**src/rtl/imm_pack_pkg.sv**
```systemverilog
// Shared definitions for the immediate-field packer: opcode classes, field
// placement constants and small helpers used by the datapath.
package imm_pack_pkg;

    typedef enum logic [1:0] {
        CLS_B   = 2'd0,
        CLS_CB  = 2'd1,
        CLS_D   = 2'd2,
        CLS_BAD = 2'd3
    } imm_cls_e;

    localparam logic [3:0] OPC_B  = 4'b0011;
    localparam logic [3:0] OPC_CB = 4'b1011;
    localparam logic [3:0] OPC_D  = 4'b1111;

    localparam int LSB_B  = 0;
    localparam int W_B    = 26;
    localparam int LSB_CB = 5;
    localparam int W_CB   = 19;
    localparam int LSB_D  = 12;
    localparam int W_D    = 9;

    // Widest field; narrower fields sit right-aligned in this width.
    localparam int FIELD_MAX_W = W_B;

    function automatic imm_cls_e decode_cls(input logic [3:0] opc);
        case (opc)
            OPC_B:   return CLS_B;
            OPC_CB:  return CLS_CB;
            OPC_D:   return CLS_D;
            default: return CLS_BAD;
        endcase
    endfunction

    function automatic logic [31:0] field_mask(input imm_cls_e cls);
        case (cls)
            CLS_B:   return ((32'd1 << W_B)  - 32'd1) << LSB_B;
            CLS_CB:  return ((32'd1 << W_CB) - 32'd1) << LSB_CB;
            CLS_D:   return ((32'd1 << W_D)  - 32'd1) << LSB_D;
            default: return 32'd0;
        endcase
    endfunction

    function automatic logic [31:0] place_field(input imm_cls_e cls,
                                                input logic [FIELD_MAX_W-1:0] field);
        logic [31:0] wide;
        wide = {{(32-FIELD_MAX_W){1'b0}}, field};
        case (cls)
            CLS_B:   return (wide << LSB_B)  & field_mask(cls);
            CLS_CB:  return (wide << LSB_CB) & field_mask(cls);
            CLS_D:   return (wide << LSB_D)  & field_mask(cls);
            default: return 32'd0;
        endcase
    endfunction

endpackage

```
**src/rtl/imm_range_check.sv**
```systemverilog
// Combinational range check and field extraction for one immediate.
// With IMM_PACK_SAT_EN defined, out-of-range values clamp to the field limits.
module imm_range_check
    import imm_pack_pkg::*;
(
    input  logic [1:0]             cls_i,
    input  logic [63:0]            imm_i,
    output logic [FIELD_MAX_W-1:0] field_o,
    output logic                   ovf_o
);

    always_comb begin
        // NOTE: every output gets a default before the case so no path infers a latch.
        field_o = '0;
        ovf_o   = 1'b0;
        case (cls_i)
            CLS_B: begin
                field_o = imm_i[W_B-1:0];
                ovf_o   = imm_i[63:W_B-1] != {(65-W_B){imm_i[63]}};
            end
            CLS_CB: begin
                field_o = FIELD_MAX_W'(imm_i[W_CB-1:0]);
                ovf_o   = imm_i[63:W_CB-1] != {(65-W_CB){imm_i[63]}};
            end
            CLS_D: begin
                field_o = FIELD_MAX_W'(imm_i[W_D-1:0]);
                ovf_o   = imm_i[63:W_D-1] != {(65-W_D){imm_i[63]}};
            end
            default: begin
                field_o = '0;
                ovf_o   = 1'b0;
            end
        endcase

`ifdef IMM_PACK_SAT_EN
        // Clamp toward the sign of the original value.
        if (ovf_o) begin
            case (cls_i)
                CLS_B:   field_o = imm_i[63] ? 26'h200_0000 : 26'h1FF_FFFF;
                CLS_CB:  field_o = {7'b0, imm_i[63] ? 19'h4_0000 : 19'h3_FFFF};
                CLS_D:   field_o = {17'b0, imm_i[63] ? 9'h100 : 9'h0FF};
                default: field_o = '0;
            endcase
        end
`endif
    end

endmodule

```
**src/rtl/imm_field_packer.sv**
```systemverilog
// Two-stage immediate-field encoder with valid/ready on both sides.
// Define IMM_PACK_SAT_EN to saturate out-of-range immediates instead of truncating.
module imm_field_packer
    import imm_pack_pkg::*;
#(
    parameter int CNT_W = 16
) (
    input  logic             clk,
    input  logic             rst_n,
    input  logic             in_valid,
    output logic             in_ready,
    input  logic [31:0]      in_tmpl,
    input  logic [63:0]      in_imm,
    output logic             out_valid,
    input  logic             out_ready,
    output logic [31:0]      out_instr,
    output logic             out_ovf,
    output logic             out_badcls,
    output logic [CNT_W-1:0] ovf_count,
    input  logic             ovf_clr
);

    logic                   s1_valid_q;
    logic [31:0]            s1_tmpl_q;
    imm_cls_e               s1_cls_q;
    logic [FIELD_MAX_W-1:0] s1_field_q;
    logic                   s1_ovf_q;

    logic                   s2_valid_q;
    logic [31:0]            out_instr_q;
    logic                   out_ovf_q;
    logic                   out_badcls_q;
    logic [CNT_W-1:0]       ovf_count_q;

    imm_cls_e               in_cls;
    logic [FIELD_MAX_W-1:0] in_field;
    logic                   in_ovf;
    logic                   s1_adv;
    logic [31:0]            s2_instr_d;
    logic                   s2_badcls_d;
    logic [CNT_W-1:0]       ovf_count_d;

    assign in_cls = decode_cls(in_tmpl[31:28]);

    imm_range_check u_range_check (
        .cls_i   (in_cls),
        .imm_i   (in_imm),
        .field_o (in_field),
        .ovf_o   (in_ovf)
    );

    // Stage 1 may load whenever stage 2 is empty or draining this cycle.
    assign s1_adv   = !s2_valid_q || out_ready;
    assign in_ready = !s1_valid_q || s1_adv;

    // NOTE: sequential state uses non-blocking assignments so every register sees pre-edge values.
    always_ff @(posedge clk or negedge rst_n) begin
        if (!rst_n) begin
            s1_valid_q <= 1'b0;
        end else if (in_ready) begin
            s1_valid_q <= in_valid;
        end
    end

    // NOTE: stage-1 payload has no reset; it is only consumed while s1_valid_q is set.
    always_ff @(posedge clk) begin
        if (in_ready && in_valid) begin
            s1_tmpl_q  <= in_tmpl;
            s1_cls_q   <= in_cls;
            s1_field_q <= in_field;
            s1_ovf_q   <= in_ovf;
        end
    end

    always_comb begin
        s2_badcls_d = (s1_cls_q == CLS_BAD);
        s2_instr_d  = s1_tmpl_q;
        if (!s2_badcls_d) begin
            s2_instr_d = (s1_tmpl_q & ~field_mask(s1_cls_q))
                       | place_field(s1_cls_q, s1_field_q);
        end
    end

    always_ff @(posedge clk or negedge rst_n) begin
        if (!rst_n) begin
            s2_valid_q   <= 1'b0;
            out_instr_q  <= '0;
            out_ovf_q    <= 1'b0;
            out_badcls_q <= 1'b0;
        end else if (s1_adv) begin
            s2_valid_q <= s1_valid_q;
            if (s1_valid_q) begin
                out_instr_q  <= s2_instr_d;
                out_ovf_q    <= s1_ovf_q && !s2_badcls_d;
                out_badcls_q <= s2_badcls_d;
            end
        end
    end

    // Clear wins over a same-cycle increment; the count sticks at all-ones.
    always_comb begin
        ovf_count_d = ovf_count_q;
        if (ovf_clr) begin
            ovf_count_d = '0;
        end else if (s2_valid_q && out_ready && out_ovf_q && (ovf_count_q != '1)) begin
            ovf_count_d = ovf_count_q + CNT_W'(1);
        end
    end

    always_ff @(posedge clk or negedge rst_n) begin
        if (!rst_n) begin
            ovf_count_q <= '0;
        end else begin
            ovf_count_q <= ovf_count_d;
        end
    end

    assign out_valid  = s2_valid_q;
    assign out_instr  = out_instr_q;
    assign out_ovf    = out_ovf_q;
    assign out_badcls = out_badcls_q;
    assign ovf_count  = ovf_count_q;

endmodule

```
**config.mk**
```make
export PLATFORM = sky130hd
export DESIGN_NAME = imm_field_packer
export DESIGN_NICKNAME = d
export VERILOG_FILES = /design/src/rtl/imm_pack_pkg.sv /design/src/rtl/imm_range_check.sv /design/src/rtl/imm_field_packer.sv
export SDC_FILE = /design/constraint.sdc
export NUM_CORES = 1
export LEC_CHECK = 0
export CORE_UTILIZATION = 50
export CTS_CLUSTER_DIAMETER = 120
export CTS_CLUSTER_SIZE = 16
export DETAILED_ROUTE_END_ITERATION = 10
export GPL_TIMING_DRIVEN = 0
export PLACE_DENSITY_LB_ADDON = 0.05
export SLEW_MARGIN = 15
export SYNTH_ARGS = -nofsm -noshare
export SYNTH_HDL_FRONTEND = slang
export SYNTH_HIERARCHICAL = 1
export SYNTH_SLANG_ARGS = --single-unit
```
**constraint.sdc**
```tcl
create_clock -name clk -period 6.07 [get_ports clk]
set_input_delay 1.214 -clock clk [delete_from_list [all_inputs] [get_ports clk]]
set_output_delay 1.214 -clock clk [all_outputs]
set_load 0.01 [all_outputs]
```
; ---- Yosys cells after proc, flatten, opt, wreduce, memory -nomap -nowiden
; Cells that the tools add are included.
[totals]
register_bits = 113
wordCells = 59
[classes]
addsub = 1
eq_ne = 12
muxes = 16
bitwise = 6
reduce_logical = 14
[op_table]
columns = cell, n
row1 = 32-bit 2-to-1 mux, 9
row2 = 26-bit case mux with 3 select lines, 2
row3 = 32-bit case mux with 3 select lines, 1
row4 = 32-bit AND, 2
row5 = 55-bit != test, 1
row6 = 45-bit != test, 1
row7 = 38-bit != test, 1
row8 = 26-bit by 32-bit AND with 32-bit output, 1
row9 = 31-bit by 32-bit AND with 32-bit output, 1
row10 = 16-bit 2-to-1 mux, 2
row11 = 32-bit inverter, 1
row12 = 32-bit OR, 1
row13 = "16-bit by 1-bit adder with 16-bit output, second input constant", 1
row14 = "16-bit != test, second input constant", 1
row15 = "4-bit == test, second input constant", 2
row16 = "2-bit == test, second input constant", 3
row17 = 2-bit case mux with 3 select lines, 1
row18 = 1-bit logical AND, 5
row19 = "2-bit by 1-bit == test with 1-bit output, second input constant", 2
row20 = "4-bit by 2-bit == test with 1-bit output, second input constant", 1
row21 = 2-bit logical NOT, 2
row22 = 1-bit logical NOT, 3
row23 = 1-bit case mux with 3 select lines, 1
row24 = 1-bit logical OR, 2
row25 = 2 further kinds, 2

; ---- Depth between registers and ports, before layout
; Gate-level depths: netlist (run 1).
[depth]
ltp_word = 8
ltp_mapped = 7
mapped_depth_nobuf = 6

; ---- Hierarchy
; Netlist (run 1), hierarchy kept.
[modules_own_cells]
columns = mod, n_inst, cells_each, area_each_um2
row1 = imm_field_packer, 1, 313, 4575.6
row2 = imm_range_check, 1, 88, 559.3

; ---- Worst setup path after synthesis (run 1)
; No wires, ideal clock.
[synth_path]
path_kind = input port to flip-flop
from = in out_ready
to = reg s1_cls_q[0] (enable)
setup_time_ps = 425
arrival_ps = 2870
required_ps = 5645
setup_slack_ps = 2775
stages = 2
cell_sequence = nand3b_1 -> and2_1
[synth_between]
elab_chain_cells = 3
[synth_lines]
columns = element, line
row1 = start: declaration, imm_field_packer.sv:15  ; input logic out_ready,
row2 = 1-bit logical OR, imm_field_packer.sv:53  ; assign s1_adv = !s2_valid_q || out_ready;
row3 = 1-bit logical OR, imm_field_packer.sv:54  ; assign in_ready = !s1_valid_q || s1_adv;
row4 = 1-bit logical AND, imm_field_packer.sv:67  ; if (in_ready && in_valid) begin
row5 = end signal: assignment, imm_field_packer.sv:69  ; s1_cls_q <= in_cls;
row6 = end: declaration, imm_field_packer.sv:25  ; imm_cls_e s1_cls_q;
; No other way between the ends.
; A chain may end at the register's enable or synchronous reset.

; ---- Worst setup path after layout (run 1)
[layout_path]
from = in out_ready
to = out in_ready
[layout_between]
elab_chain_cells = 2
[layout_lines]
columns = element, line
row1 = 1-bit logical OR, imm_field_packer.sv:53
row2 = 1-bit logical OR, imm_field_packer.sv:54
row3 = end: declaration, imm_field_packer.sv:11  ; output logic in_ready,
; No other way between the ends.

==> metrics.txt, run 1 <==
post-layout min period between 3 and 4 ns; worst reg2reg endpoint ovf_count[13]; worst-path cell chain clkdlybuf4s50_1 > nand3b_1 > clkdlybuf4s50_1; Final Instance Area approximately 7300 µm²; CTS Buf Count 17; portion of total power attributed to sequential cells 0.448; WP data required 4.86 ns; Yosys cell types 45; Fmax between 200 and 300 MHz; 1st-iter DRT viols around 180; Pwr per Cell Area 281 nW/µm²; Slew Limit Fails 0; DRT Wirelength between 10000 and 15000 µm; startpoint types input pin; Synth Instances about 400; Clk pwr share 0.401; WP buf/inv 2; number of global-route vias before repair 3821; CP Launch Point out_ready; # rows 36; Comb power frac 0.151; final number of hold-violating endpoints 0; post-CTS sizing 0; Final HPWL DP 9040 µm; synthesis warning total 6; ANT nets after route 0; total gr overflow 0; hold slack 0.476 ns; endpoints failing setup 0; Worst VDD drop approximately 190 µV; Final period util 0.599; Residual DRC 0; first-pass GRT wire length about 19000 µm; setup ws final about 2.4 ns; measured slew at the worst slew-check pin 0.702 ns; Die ar. 10700 µm²; critical path's most frequent cell clkdlybuf4s50_1; vias per cell 5.50; IO Port Bufs approximately 150; switching power ~470 µW; cell internal pwr 1.59 mW; DIE HEIGHT 103 µm; share of layout cells above drive strength 1 0.106; reg2reg start ovf_count[0]; Crit Path Max Fanout 4; nets@finish 674; outcome complete, no violations; Syn-to-layout area delta 42.8%; worst setup path class in2out; Setup WS pre-CTS 2.43 ns; Sw Ratio 0.228; number of diodes 0; routed len/inst approximately 17 µm; CP endpoint in_ready; Total Routing Usage GR 0.248; Synth Cell Area 5130 µm²; Stages on worst setup path 3; FF-to-FF setup slack around 4.2 ns; clock skew 0.00756 ns; die width between 100 and 150 µm; clock sink total 113; Max-slew headroom 0.532; clock transition at the registers of the reported paths 0.05 ns; Syn Area/Cell about 13 µm²; Ports 153; Final Instance Count excl. Fillers approximately 720; CP delay by family, top buffers and inverters; RePlAce Congestion 0.781; routed vias between 3000 and 4000; CP arrival 2.42 ns; RSZ-0062 raised after global routing no; Pre-Repair DR Iteration Count 5; Setup TNS 0 ns; Area after DPL just under 7000 µm²; max incr delay on CP approximately 0.55 ns; CORE AREA about 10000 µm²; CTS H-tree lvls 4; root buffer cell clkbuf_8; register area share after synthesis 0.610; largest net degree at the start of global routing 62; Placed Cells incl. Taps 686; CTS Buffer Depth 2; hold buffers post-CTS 0; static leakage around 2.8 nW; CTS tree done; CP Capture Type primary output; number of synthesized register bits between 100 and 150; clk_lat worst skew roughly 0.5 ns; initial antenna violation count 0; post-CTS setup buffers 0; initial core utilization 0.521; R2R depth 5; Synth Net Count 503; Max-Cap Viols 0; slowest CP cell clkdlybuf4s50_1; hold crit path type reg2reg
-- stage by stage --
stage	power [mW]	utilization
after floorplan	1.04	-
after global placement	1.24	0.691
after detailed placement	1.25	0.693
after CTS	2.08	0.743
after global routing	2.15	0.743
final	2.06	0.743
-- cell usage after synthesis (all sizes together) --
cell / count / area (µm²)
ha: 1 / 12.5
nor4b: 1 / 23.8
edfxtp: 61 / 1830
nand3: 10 / 50.1
or4: 11 / 82.6
nor4: 4 / 31.3
xnor2: 3 / 26.3
and4: 2 / 17.5
o31ai: 4 / 30.0
a31oi: 2 / 12.5
o211ai: 1 / 7.51
nand3b: 2 / 15.0
a21boi: 1 / 7.51
mux2: 16 / 180
a32oi: 1 / 8.76
nor3b: 1 / 7.51
inv: 1 / 3.75
o21ai: 29 / 145
buf: 9 / 61.3
o2111ai: 1 / 15.0
or3: 11 / 68.8
o21a: 1 / 7.51
dfrtp: 52 / 1300
nand2b: 3 / 18.8
nor3: 9 / 45.0
and2: 18 / 113
o21ba: 1 / 10.0
nand2: 33 / 124
nor2b: 11 / 68.8
nand4: 16 / 130
mux4: 9 / 203
a21oi: 23 / 115
o221ai: 1 / 8.76
mux2i: 23 / 230
nor2: 17 / 66.3
and3: 4 / 25.0
clkbuf: 8 / 30.0
-- how the worst min path moves through the flow --
stage	startpoint	slack [ns]	cells past startpoint	endpoint
finish	s1_tmpl_q[29]	0.48	1	out_instr[29]
global route	s1_tmpl_q[29]	0.49	1	out_instr[29]
CTS	s1_tmpl_q[28]	0.48	1	out_instr[28]
detailed placement	s1_tmpl_q[28]	0.47	1	out_instr[28]
global placement	s1_tmpl_q[27]	0.46	1	out_instr[27]
floorplan	s1_tmpl_q[26]	0.46	1	out_instr[26]
-- power groups by stage --
stage	clock network [mW]	registers, mW	logic [mW]
2_1_floorplan	0	0.948	0.0952
3_3_place_gp	0	0.935	0.303
3_5_place_dp	0	0.936	0.311
4_1_cts	0.844	0.923	0.314
5_1_grt	0.881	0.930	0.335
6_report	0.827	0.923	0.310
-- cell usage in the layout (no fill, tap or decap), types with 4 or more instances in the layout --
cell,n
mux2i_1,23
or3_1,11
clkdlybuf4s50_1,150
o21ai_0,23
nand2_1,33
edfxtp_1,61
nand4_1,14
mux4_2,9
clkbuf_16,16
or4_1,11
nor3_1,9
buf_2,4
clkbuf_1,19
dfrtp_1,52
nor2_1,16
and3_1,4
o31ai_1,4
nand3_1,10
a21oi_1,23
and2_1,17
nor2b_1,11
o21ai_1,6
mux2_2,15
-- area by class of cell --
type                       instances  area, µm²
timing repair buffer             152       1540
fill                             667       2530
clock inverter                     2       10.0
buffer                            17       91.3
sequential                       113       3130
tap                              133        166
inverter                           1       3.75
clock buffer                      30        483
multi-input combinational        270       1910
-- cell families (layout without fill, tap and decap cells) --
family | Yosys count | count (layout) | synth area share
adders and majority gates | 1 | 1 | 0.00244
xor gates and xnor gates | 3 | 3 | 0.00512
DFF | 113 | 113 | 0.610
muxes | 48 | 48 | 0.119
AOI/OAI and AO/OA | 65 | 65 | 0.0716
and+or+nand+nor | 153 | 153 | 0.173
buffers and inverters | 18 | 202 | 0.0185
-- worst register-to-register path, cell delays in order, from the launching register on --
cell	delay [ns]
dfrtp_1	0.40
ha_1	0.24
nand4_1	0.22
nor3_1	0.60
or4_1	0.21
a21oi_1	0.07
-- registers in the layout, summed over array words and instances (netlist names) --
signal      flops
s1_field_q     26
out_ovf         1
s1_cls_q        2
s1_tmpl_q      32
out_badcls      1
out_instr      32
ovf_count      16
s1_ovf_q        1
s1_valid_q      1
out_valid       1
-- per-layer routing --
metal / GRT usage / part of all wire
met2: 0.409 / 0.49
met3: 0.0874 / 0.072
met1: 0.301 / 0.42
met5: 0 / 0
met4: 0.0910 / 0.010
Power figures use the tool's default switching activity.
==> run 2: changes to the inputs <==
--- a/config.mk
+++ b/config.mk
@@ -5,7 +5,7 @@
 export SDC_FILE = /design/constraint.sdc
 export NUM_CORES = 1
 export LEC_CHECK = 0
-export CORE_UTILIZATION = 50
+export CORE_UTILIZATION = 47
 export CTS_CLUSTER_DIAMETER = 120
 export CTS_CLUSTER_SIZE = 16
 export DETAILED_ROUTE_END_ITERATION = 10
==> constraint.sdc (replaced) <==
create_clock -name clk -period 3.5 [get_ports clk]
set_input_delay 0.7 -clock clk [delete_from_list [all_inputs] [get_ports clk]]
set_output_delay 0.7 -clock clk [all_outputs]
set_load 0.01 [all_outputs]
==> run 2 against run 1 <==
  * Final area is 1.7% higher
  * Hold slack got worse by 0.25 ns
  * Clock skew rose by 0.0029 ns
  * Setup slack got worse by 1.6 ns
  * Final cell count up 0.42%
==> metrics.txt, run 2 (synthesis results as in run 1) <==
hold crit path type in2async; measured slew at the worst slew-check pin roughly 0.80 ns; Crit Path Max Fanout 4; post-layout min period around 2.6 ns; Fmax between 300 and 400 MHz; root buffer cell clkbuf_8; post-CTS sizing 0; outcome complete, no violations; first-pass GRT wire length 19100 µm; RSZ-0062 raised after global routing no; Final Instance Area 7460 µm²; most frequent cells in the layout clkdlybuf4s50_1, edfxtp_1, dfrtp_1; startpoint types input pin; 1st-iter DRT viols 176; Area after DPL approximately 6800 µm²; setup ws final just under 0.9 ns; Residual DRC 0; R2R depth 6; most common cell after layout, fill and taps aside clkdlybuf4s50_1; largest net degree at the start of global routing 62; CTS Buf Count 17; number of global-route vias before repair 3934; Final Total Pwr just under 4 mW; share of layout cells above drive strength 1 0.123; routed len/inst 16.7 µm; Pre-Repair DR Iteration Count 4; Total Routing Usage GR 0.225; Syn-to-layout area delta 45.2%; hold slack approximately 0.23 ns; Ports around 150; Max-Cap Viols 0; number of diodes 0; CP Capture Type primary output; WP data required between 2 and 3 ns; CTS tree done; clock skew roughly 0.010 ns; Final HPWL DP between 9000 and 10000 µm; clk_lat worst skew about 0.50 ns; Die ar. ~11000 µm²; hold buffers post-CTS 0; total gr overflow 0; worst setup path class in2out; Layout fillers 764; nets@finish ~670; CTS Buffer Depth 2; DIE HEIGHT approximately 110 µm; vias per cell 5.45; routed vias ~3900; initial antenna violation count 0; CP arrival ~1.9 ns; # rows 37; Pwr per Cell Area 523 nW/µm²; die width roughly 110 µm; Max-slew headroom 0.469; ANT nets after route 0; RePlAce Congestion roughly 0.8; CTS H-tree lvls 4; CP Launch Point out_ready; Final period util 0.750; post-CTS setup buffers 0; DRT Wirelength about 12000 µm; Worst VDD drop between 200 and 300 µV; final number of hold-violating endpoints 0; Slew Limit Fails 0; clock transition at the registers of the reported paths ~0.060 ns; reg2reg start ovf_count[1]; endpoints failing setup 0; initial core utilization 0.491; clock sink total between 100 and 150; CORE AREA 10500 µm²; Setup WS pre-CTS approximately 0.79 ns; static leakage between 2 and 3 nW; IO Port Bufs 151
==> run 2: cell type report <==
class / instances / area (µm²) / share of cell area
flip-flops and latches: 113 / 3130 / 0.420
clock buffers: 17 / 414 / 0.0555
multi-input cells: 270 / 1910 / 0.256
well taps: 136 / 170 / 0.0228
plain buffers: 17 / 91.3 / 0.0122
clock inverters: 15 / 209 / 0.0280
inverters: 1 / 3.75 / 0.000503
repair buffers: 152 / 1530 / 0.205
==> run 2: per-layer routing <==
metal,up-vias,wire length [µm],track usage,part of all wire
li1,1873,-,-,-
met4,0,178,0.0773,0.015
met1,1888,5140,0.283,0.43
met5,-,0,0,0
met2,159,6020,0.371,0.50
met3,13,734,0.0681,0.061
==> run 2: path summary, 6_finish.rpt <==
check                                end  slack [ns]
min in group clk           out_instr[29]        0.47
max in group asynchronous  out_instr[25]        2.70
hold reg to reg            out_instr[29]        0.47
hold / removal             ovf_count[11]        0.23
setup reg to reg            ovf_count[1]        1.60
setup / recovery                in_ready        0.87
==> run 2: power breakdown <==
group,internal [mW],switching [mW]
combinational,0.314,0.216
clock,1.16,0.610
sequential,1.53,0.0648
total,3.01,0.890
==> run 2: worst max-delay path, cell delays in order <==
cell             delay [ns]
clkdlybuf4s50_1        0.51
nand3b_1               0.17
clkdlybuf4s50_1        0.55
==> run 2: through the flow <==
step,cells,setup TNS (ns),utilization
final,721,0,0.713
after global routing,721,0,0.713
after CTS,721,0,0.713
after detailed placement,689,0,0.653
after global placement,688,-17.54,0.652
after floorplan,401,0,-
